--- src/rtl/fixedpoint_multiplier.sv ---
// rtl/fixedpoint_multiplier.sv - sequential sign-magnitude shift-add fixed-point multiplier
// Optional round-half-up normalisation when FXP_MUL_ROUND_EN is defined; truncates otherwise.
module fixedpoint_multiplier #(
    parameter int WIDTH = 16,
    parameter int FRAC  = 10
) (
    input  logic             clk,
    input  logic             rst,
    input  logic             enable,
    input  logic [WIDTH-1:0] multiplicand,
    input  logic [WIDTH-1:0] multiplier,
    output logic [WIDTH-1:0] product_out,
    output logic             overflow,
    output logic             error,
    output logic             finished,
    output logic             busy
);
    localparam int M  = WIDTH - 1;
    localparam int CW = $clog2(M) + 1;

    typedef enum logic [1:0] {S_IDLE, S_MUL, S_NORM} state_t;

    state_t           r_state;
    state_t           w_next;
    logic [2*M-1:0]   r_mcand;
    logic [M-1:0]     r_mplier;
    logic [2*M-1:0]   r_acc;
    logic             r_sign;
    logic [CW-1:0]    r_cnt;
    logic [WIDTH-1:0] r_product;
    logic             r_overflow;
    logic             r_finished;

    logic [2*M-FRAC-M-1:0] w_hi;
    logic [M:0]            w_rnd;
    logic                  w_ovf;
    logic [M-1:0]          w_mag;
    logic                  w_sign_out;

    assign product_out = r_product;
    assign overflow    = r_overflow;
    assign error       = r_overflow;
    assign finished    = r_finished;
    assign busy        = (r_state != S_IDLE);

    always_ff @(posedge clk) begin
        if (rst) r_state <= S_IDLE;
        else     r_state <= w_next;
    end

    always_comb begin
        w_next = r_state;
        case (r_state)
            S_IDLE:  if (enable) w_next = S_MUL;
            S_MUL:   if (r_cnt == '0) w_next = S_NORM;
            S_NORM:  w_next = S_IDLE;
            default: w_next = S_IDLE;
        endcase
    end

    // Bits above the integer field, or a rounding carry, mean the result does not fit.
    assign w_hi = r_acc[2*M-1:FRAC+M];
`ifdef FXP_MUL_ROUND_EN
    assign w_rnd = {1'b0, r_acc[FRAC+M-1:FRAC]} + {{M{1'b0}}, r_acc[FRAC-1]};
`else
    assign w_rnd = {1'b0, r_acc[FRAC+M-1:FRAC]};
`endif
    assign w_ovf      = (|w_hi) | w_rnd[M];
    assign w_mag      = w_ovf ? {M{1'b1}} : w_rnd[M-1:0];
    assign w_sign_out = r_sign & (|w_mag);

    always_ff @(posedge clk) begin
        if (rst) begin
            r_mcand    <= '0;
            r_mplier   <= '0;
            r_acc      <= '0;
            r_sign     <= 1'b0;
            r_cnt      <= '0;
            r_product  <= '0;
            r_overflow <= 1'b0;
            r_finished <= 1'b0;
        end else begin
            case (r_state)
                S_IDLE: begin
                    if (enable) begin
                        r_mcand    <= {{M{1'b0}}, multiplicand[M-1:0]};
                        r_mplier   <= multiplier[M-1:0];
                        r_sign     <= multiplicand[WIDTH-1] ^ multiplier[WIDTH-1];
                        r_acc      <= '0;
                        r_cnt      <= CW'(M - 1);
                        r_finished <= 1'b0;
                        r_overflow <= 1'b0;
                    end
                end
                S_MUL: begin
                    // Multiplicand moves left as the multiplier moves right, so bit i adds A<<i.
                    if (r_mplier[0]) r_acc <= r_acc + r_mcand;
                    r_mcand  <= r_mcand << 1;
                    r_mplier <= r_mplier >> 1;
                    if (r_cnt != '0) r_cnt <= r_cnt - 1'b1;
                end
                S_NORM: begin
                    r_product  <= {w_sign_out, w_mag};
                    r_overflow <= w_ovf;
                    r_finished <= 1'b1;
                end
                default: ;
            endcase
        end
    end
endmodule

--- config.mk ---
export PLATFORM = sky130hd
export DESIGN_NAME = fixedpoint_multiplier
export DESIGN_NICKNAME = d
export VERILOG_FILES = /design/src/rtl/fixedpoint_multiplier.sv
export SDC_FILE = /design/constraint.sdc
export NUM_CORES = 1
export LEC_CHECK = 0
export CAP_MARGIN = 5
export CELL_PAD_IN_SITES_DETAIL_PLACEMENT = 1
export CELL_PAD_IN_SITES_GLOBAL_PLACEMENT = 2
export CORE_ASPECT_RATIO = 1.2
export CORE_UTILIZATION = 25
export DETAILED_ROUTE_END_ITERATION = 8
export GPL_TIMING_DRIVEN = 0
export HOLD_SLACK_MARGIN = 0.15
export PLACE_DENSITY = 0.68
export RECOVER_POWER = 25
export SLEW_MARGIN = 20
export SYNTH_ARGS = -nofsm -noshare
export SYNTH_HDL_FRONTEND = slang
export SYNTH_SLANG_ARGS = --single-unit
--- constraint.sdc ---
create_clock -name clk -period 4.5 [get_ports clk]
set_clock_uncertainty 0.1 [all_clocks]
set_input_delay 0.45 -clock clk [delete_from_list [all_inputs] [get_ports clk]]
set_output_delay 0.45 -clock clk [all_outputs]
set_load 0.01 [all_outputs]
Word-level counts from Yosys, hierarchy flattened
Index checks and enable logic that the tools add are counted.
{"block": "classes", "add_sub_neg": 2, "mul": 0, "div": 0, "order_cmp": 0, "eq_ne": 6, "shift": 0, "mux": 17, "bitwise": 2, "reduce_logical": 14}
{"operator": "30-bit case mux with 2 select lines", "n": 2}
{"operator": "30-bit two-way mux", "n": 3}
{"operator": "30-bit adder", "n": 1}
{"operator": "15-bit two-way mux", "n": 2}
{"operator": "15-bit case mux with 2 select lines", "n": 1}
{"operator": "15-bit OR reduction", "n": 1}
{"operator": "5-bit two-way mux", "n": 2}
{"operator": "5-bit case mux with 2 select lines", "n": 1}
{"operator": "2-bit inequality test, second input constant", "n": 4}
{"operator": "2-bit AND reduction", "n": 4}
{"operator": "3-bit AND reduction", "n": 2}
{"operator": "2-bit nonzero test", "n": 3}
{"operator": "5-bit zero test", "n": 1}
{"operator": "5-bit nonzero test", "n": 1}
{"operator": "5-bit OR reduction", "n": 1}
{"operator": "5-bit by 1-bit subtractor with 5-bit output, second input constant", "n": 1}
{"operator": "2-bit two-way mux", "n": 2}
{"operator": "1-bit case mux with 2 select lines", "n": 2}
{"operator": "2-bit case mux with 2 select lines", "n": 1}
{"operator": "2-bit by 1-bit equality test with 1-bit output, second input constant", "n": 1}
{"operator": "2-bit equality test, second input constant", "n": 1}
{"operator": "2-bit zero test", "n": 1}
{"operator": "1-bit bitwise AND", "n": 1}
{"operator": "1-bit two-way mux", "n": 1}
{"operator": "1-bit XOR", "n": 1}
{"block": "word_totals", "register_bits": 101, "latchBits": 0, "ram_bits": 0, "mem_bits_ro": 0, "input_bits": 35, "output_inout_bits": 20, "word_cells": 50, "mem_count": 0}

Logic depth before layout (Yosys ltp)
{"block": "depth", "depth_word": 4, "ltp_mapped": 12, "ltp_nobuf": 12}

Least setup slack after synthesis
No wires, ideal clock.
{"block": "synth_timing", "kind": "flip-flop to flip-flop", "startpoint": "register r_mcand[4]", "endpoint": "register r_acc[27]", "setup_time_ps": 117, "arrival_ps": 2262, "path_slack_ps": 2021, "stages_incl_launch_ff": 11, "n_path_buf": 0, "period_less_slack_ps": 2479, "path_cell_list": "dfxtp_1 > ha_1 > a21o_1 > a31o_2 > o211ai_2 > o2bb2ai_2 > o21ai_2 > a21oi_2 > a211oi_1 > or3_1 > a32o_1"}
{"block": "synth_via", "elab_chain_len": 3}
{"element": "from (decl)", "line_no": "25", "text": "logic [2*M-1:0] r_mcand;"}
{"element": "from (signal assigned)", "line_no": "86", "text": "r_mcand <= {{M{1'b0}}, multiplicand[M-1:0]};"}
{"element": "from (signal assigned)", "line_no": "98", "text": "r_mcand <= r_mcand << 1;"}
{"element": "30-bit adder", "line_no": "97", "text": "if (r_mplier[0]) r_acc <= r_acc + r_mcand;"}
{"element": "30-bit two-way mux", "line_no": "97"}
{"element": "30-bit case mux with 2 select lines", "line_no": "83", "text": "case (r_state)"}
{"element": "to (signal assigned)", "line_no": "97"}
{"element": "to (decl)", "line_no": "27", "text": "logic [2*M-1:0] r_acc;"}
Every way passes these cells. The select of a mux whose other input is x is not followed.
A chain may end at the register's enable or synchronous reset.

Final worst setup path
{"block": "layout_timing", "startpoint": "register r_mcand[4]", "endpoint": "register r_acc[29]"}
Same word-level chain as after synthesis.

==> parameters.txt <==
Parameter                              Value

Floorplanning
  Die Footprint ... 21930 µm²
  Core Rows ... 58
  Count of pins on the block boundary ... 55
  Effective utilization at floorplan ... 0.2544
  Placeable core area ... 20970 µm²
  Horizontal extent of the die ... 135.4 µm
  Vertical die dimension ... around 160 µm

STA
  Post-layout minimum cycle time ... 3.028 ns
  Smallest hold slack ... 0.3767 ns
  Final setup violation count ... 0
  Number of slew-limit violations in the final report ... 0
  Relative slew margins ... 0.3831
  Post-route worst setup slack ... 1.472 ns
  Highest clock rate ... 330.2 MHz
  Final hold viol count ... 0
  Period utilization ... 0.6730
  Final-layout setup total negative slack ... 0 ns
  Worst-margin pin slew ... 0.9183 ns
  Setup repair after global routing missed its margin ... false

Power and ir drop
  Combinational power share ... 0.161
  Internal power ... 1.472 mW
  Sw power ... 0.6390 mW
  P_leak ... 2.590 nW
  Power density over cell area ... 324.5 nW/µm²
  Worst ir drop on vdd ... ~170 µV
  Fraction of power consumed by the clock network ... 0.370
  Switching share of power ... 0.3027
  Proportion of power drawn by flip-flops and latches ... 0.468

Critical path
  Maximum fanout along the worst path ... 5
  Kind of start point of the critical path ... register
  Capturing instance or port of the critical path ... r_acc[29]
  Required arrival time at the worst endpoint ... ~4.7 ns
  Origin of the worst setup path ... r_mcand[4]
  Setup slack on the worst flop-to-flop path ... roughly 1.5 ns
  Reg-to-Reg End ... r_acc[29]
  Crit Path Class ... reg2reg
  Reg2reg start ... r_mcand[4]
  Path depth of the worst reg2reg path ... 10
  CP arrival ... ~3.2 ns
  Setup crit end kind ... register

Synth
  Ys Warns ... 0
  Fraction of synthesized area in multiplexers ... 0
  Top_reg_cell synth ... sky130_fd_sc_hd__dfxtp_1
  Post-Synthesis Net Count ... between 700 and 800
  Compound-gate portion of the synthesized area ... 0.2338
  Post-synthesis xor/xnor area fraction ... 0.04597
  Area contributors post-synth ... sky130_fd_sc_hd__dfxtp_1, sky130_fd_sc_hd__ha_1, sky130_fd_sc_hd__nand2_1
  Synth Area in Simple Gates ... 0.2197
  Synthesized instance count ... between 600 and 700
  Number of flops mapped to enable cells by yosys ... 0
  Combinational family with the most area after synthesis ... compound AO/OA/AOI/OAI gates
  Cell accounting for the most synthesized area ... sky130_fd_sc_hd__dfxtp_1
  Post-synth cell types ... 53
  Arithmetic-cell share of the synthesized area counting full adders, half adders and majority gates ... 0.07645
  Post-synthesis average cell area ... 8.108 µm²
  Share of flip-flops with an asynchronous set or reset after synthesis ... 0
  Netlist area before placement ... 5335 µm²
  Number of flip-flops and latches in the synthesized netlist ... 101
  Proportion of netlist area held by the largest area contributor ... 0.3790
  Sequential-to-total area share from yosys stat ... 0.3790

CTS
  Clock Sink Count ... 101
  Clock transition at the registers of the reported paths ... 0.08 ns
  Max Buffers Root-to-Sink ... 2
  TritonCTS clock tree ... built
  CTS buffer count ... 9
  Post-CTS Setup Repair Bufs ... 0
  CTS Hold Bufs ... 0
  Depth of the CTS H-tree ... 3
  Total of cells resized after clock tree synthesis ... 0
  Clock network latency to the later pin of the worst-skew pair ... roughly 0.36 ns
  Buffer type at the clock tree root ... sky130_fd_sc_hd__clkbuf_16

Final layout
  Share of final-layout standard cells stronger than drive strength 1 ... 0.04396
  Layout overhead on the synthesized area ... 21.95%
  Post-route cell area ... 6506 µm²
  Final nets ... 790
  Diodes inserted ... 0

Placed design
  Standard cell area after detailed placement ... ~6200 µm²
  Count of input and output buffers ... 54
  HPWL Detailed ... roughly 13000 µm
  Final RePlAce weighted congestion ... between 0.7 and 0.8
  Placement Setup Slack ... around 1.5 ns

Route
  Vias after detailed routing ... 5011
  Vias per std cell ... 5.021
  WL per Instance ... 16.97 µm
  Final wirelength ... about 17000 µm
  Number of nets still failing antenna checks after routing ... 0
  First drt pass iteration count ... 4
  DRC viols ... 0
  1st-iter DRT viols ... 223

GRT
  Global-route wire length before repair ... 27930 µm
  Pin count of the biggest net entering global routing ... 20
  Initial antenna violation count ... 0
  Via count of the first global-routing pass ... 5389
  Global-route usage over all layers ... 0.1625
  GR Overflow Total ... 0

Hold path
  Hold path cells ... 2
  Worst min-delay path class ... reg2reg
  Startpoint of the most critical hold path ... product_out[15]

Job
  Max Cap Viol ... 0

Run status
  Status ... finished, final reports clean
flip-flops by register name, summed over array words and instances (netlist names):
signal	flops
r_acc	30
r_mcand	30
product_out	16
r_mplier	15
r_cnt	5
r_state	2
error	1
finished	1
r_sign	1
how the worst min path moves through the flow:
stage	end	slack, ns
4_1_cts	r_acc[26]	0.39
6_report	product_out[15]	0.38
2_1_floorplan	r_acc[26]	0.34
3_5_place_dp	r_mplier[14]	0.37
3_3_place_gp	product_out[15]	0.34
5_1_grt	product_out[15]	0.40
placed cells by master (no fill, tap or decap), types with 16 or more instances in the layout:
cell,n
sky130_fd_sc_hd__a21oi_1,42
sky130_fd_sc_hd__nor3_1,39
sky130_fd_sc_hd__a311oi_1,30
sky130_fd_sc_hd__a22o_1,16
sky130_fd_sc_hd__xnor2_1,21
sky130_fd_sc_hd__nand2_1,97
sky130_fd_sc_hd__ha_1,31
sky130_fd_sc_hd__dfxtp_1,101
sky130_fd_sc_hd__nor2_1,78
sky130_fd_sc_hd__dlygate4sd3_1,20
sky130_fd_sc_hd__clkbuf_1,34
sky130_fd_sc_hd__clkdlybuf4s50_1,34
critical path, stage by stage (launching register included):
cell	delay, ns
sky130_fd_sc_hd__dfxtp_1	0.33
sky130_fd_sc_hd__ha_1	0.37
sky130_fd_sc_hd__a21o_1	0.22
sky130_fd_sc_hd__a31o_2	0.25
sky130_fd_sc_hd__o2111ai_1	0.30
sky130_fd_sc_hd__nand3_1	0.20
sky130_fd_sc_hd__a41oi_1	0.43
sky130_fd_sc_hd__o21ai_1	0.16
sky130_fd_sc_hd__xnor2_1	0.21
sky130_fd_sc_hd__or3_1	0.32
sky130_fd_sc_hd__o21ai_1	0.07
Yosys cell counts, drive strengths merged (5+ instances only):
cell type and number:
a311oi 30, dfxtp 101, nor2 78, o21ai 26
nand2 97, xor2 7, a21oi 43, buf 11
a22o 16, clkbuf 33, a22oi 11, a21o 13
nand3 15, a211oi 6, o21bai 5, inv 15
nor2b 5, ha 31, xnor2 21, nor3 39
kinds of logic (layout without fill, tap and decap cells):
family,Yosys count,after routing
xor+xnor,28,28
buf+inv,59,129
compound gates,173,173
simple gates,265,265
fa+ha+maj,32,32
flops,101,101
layer usage:
metal,track usage,share of wire,vias to the layer above
met3,0.02684,0.020,15
met2,0.2876,0.50,55
met4,0.04903,0.017,0
li1,-,-,2501
met5,0,0,-
met1,0.1991,0.47,2440
area by class of cell:
| cell class | count | area [µm²] |
|---|---|---|
| Clock inverter | 6 | 63.81 |
| Multi-Input combinational cell | 498 | 3073 |
| Clock buffer | 10 | 229.0 |
| Tap cell | 270 | 337.8 |
| Sequential cell | 101 | 2022 |
| Timing Repair Buffer | 54 | 540.5 |
| Buffer | 44 | 183.9 |
| Inverter | 15 | 56.30 |
| Fill cell | 2523 | 14470 |
power by group through the flow:
stage | Combinational [mW] | Sequential (mW) | Clock [mW]
2_1_floorplan | 0.220 | 0.998 | 0
3_3_place_gp | 0.338 | 1.01 | 0
3_5_place_dp | 0.349 | 1.01 | 0
4_1_cts | 0.351 | 0.990 | 0.811
5_1_grt | 0.386 | 0.997 | 0.853
6_report | 0.341 | 0.989 | 0.782
through the flow:
step           cells    util  total power [mW]
4_1_cts          998  0.3102             2.152
3_5_place_dp     982  0.2963             1.359
3_3_place_gp     982  0.2963             1.346
2_1_floorplan    658       -             1.218
5_1_grt          998  0.3102             2.237
6_report         998  0.3102             2.111
No activity file was read; power rests on OpenSTA's default activity.
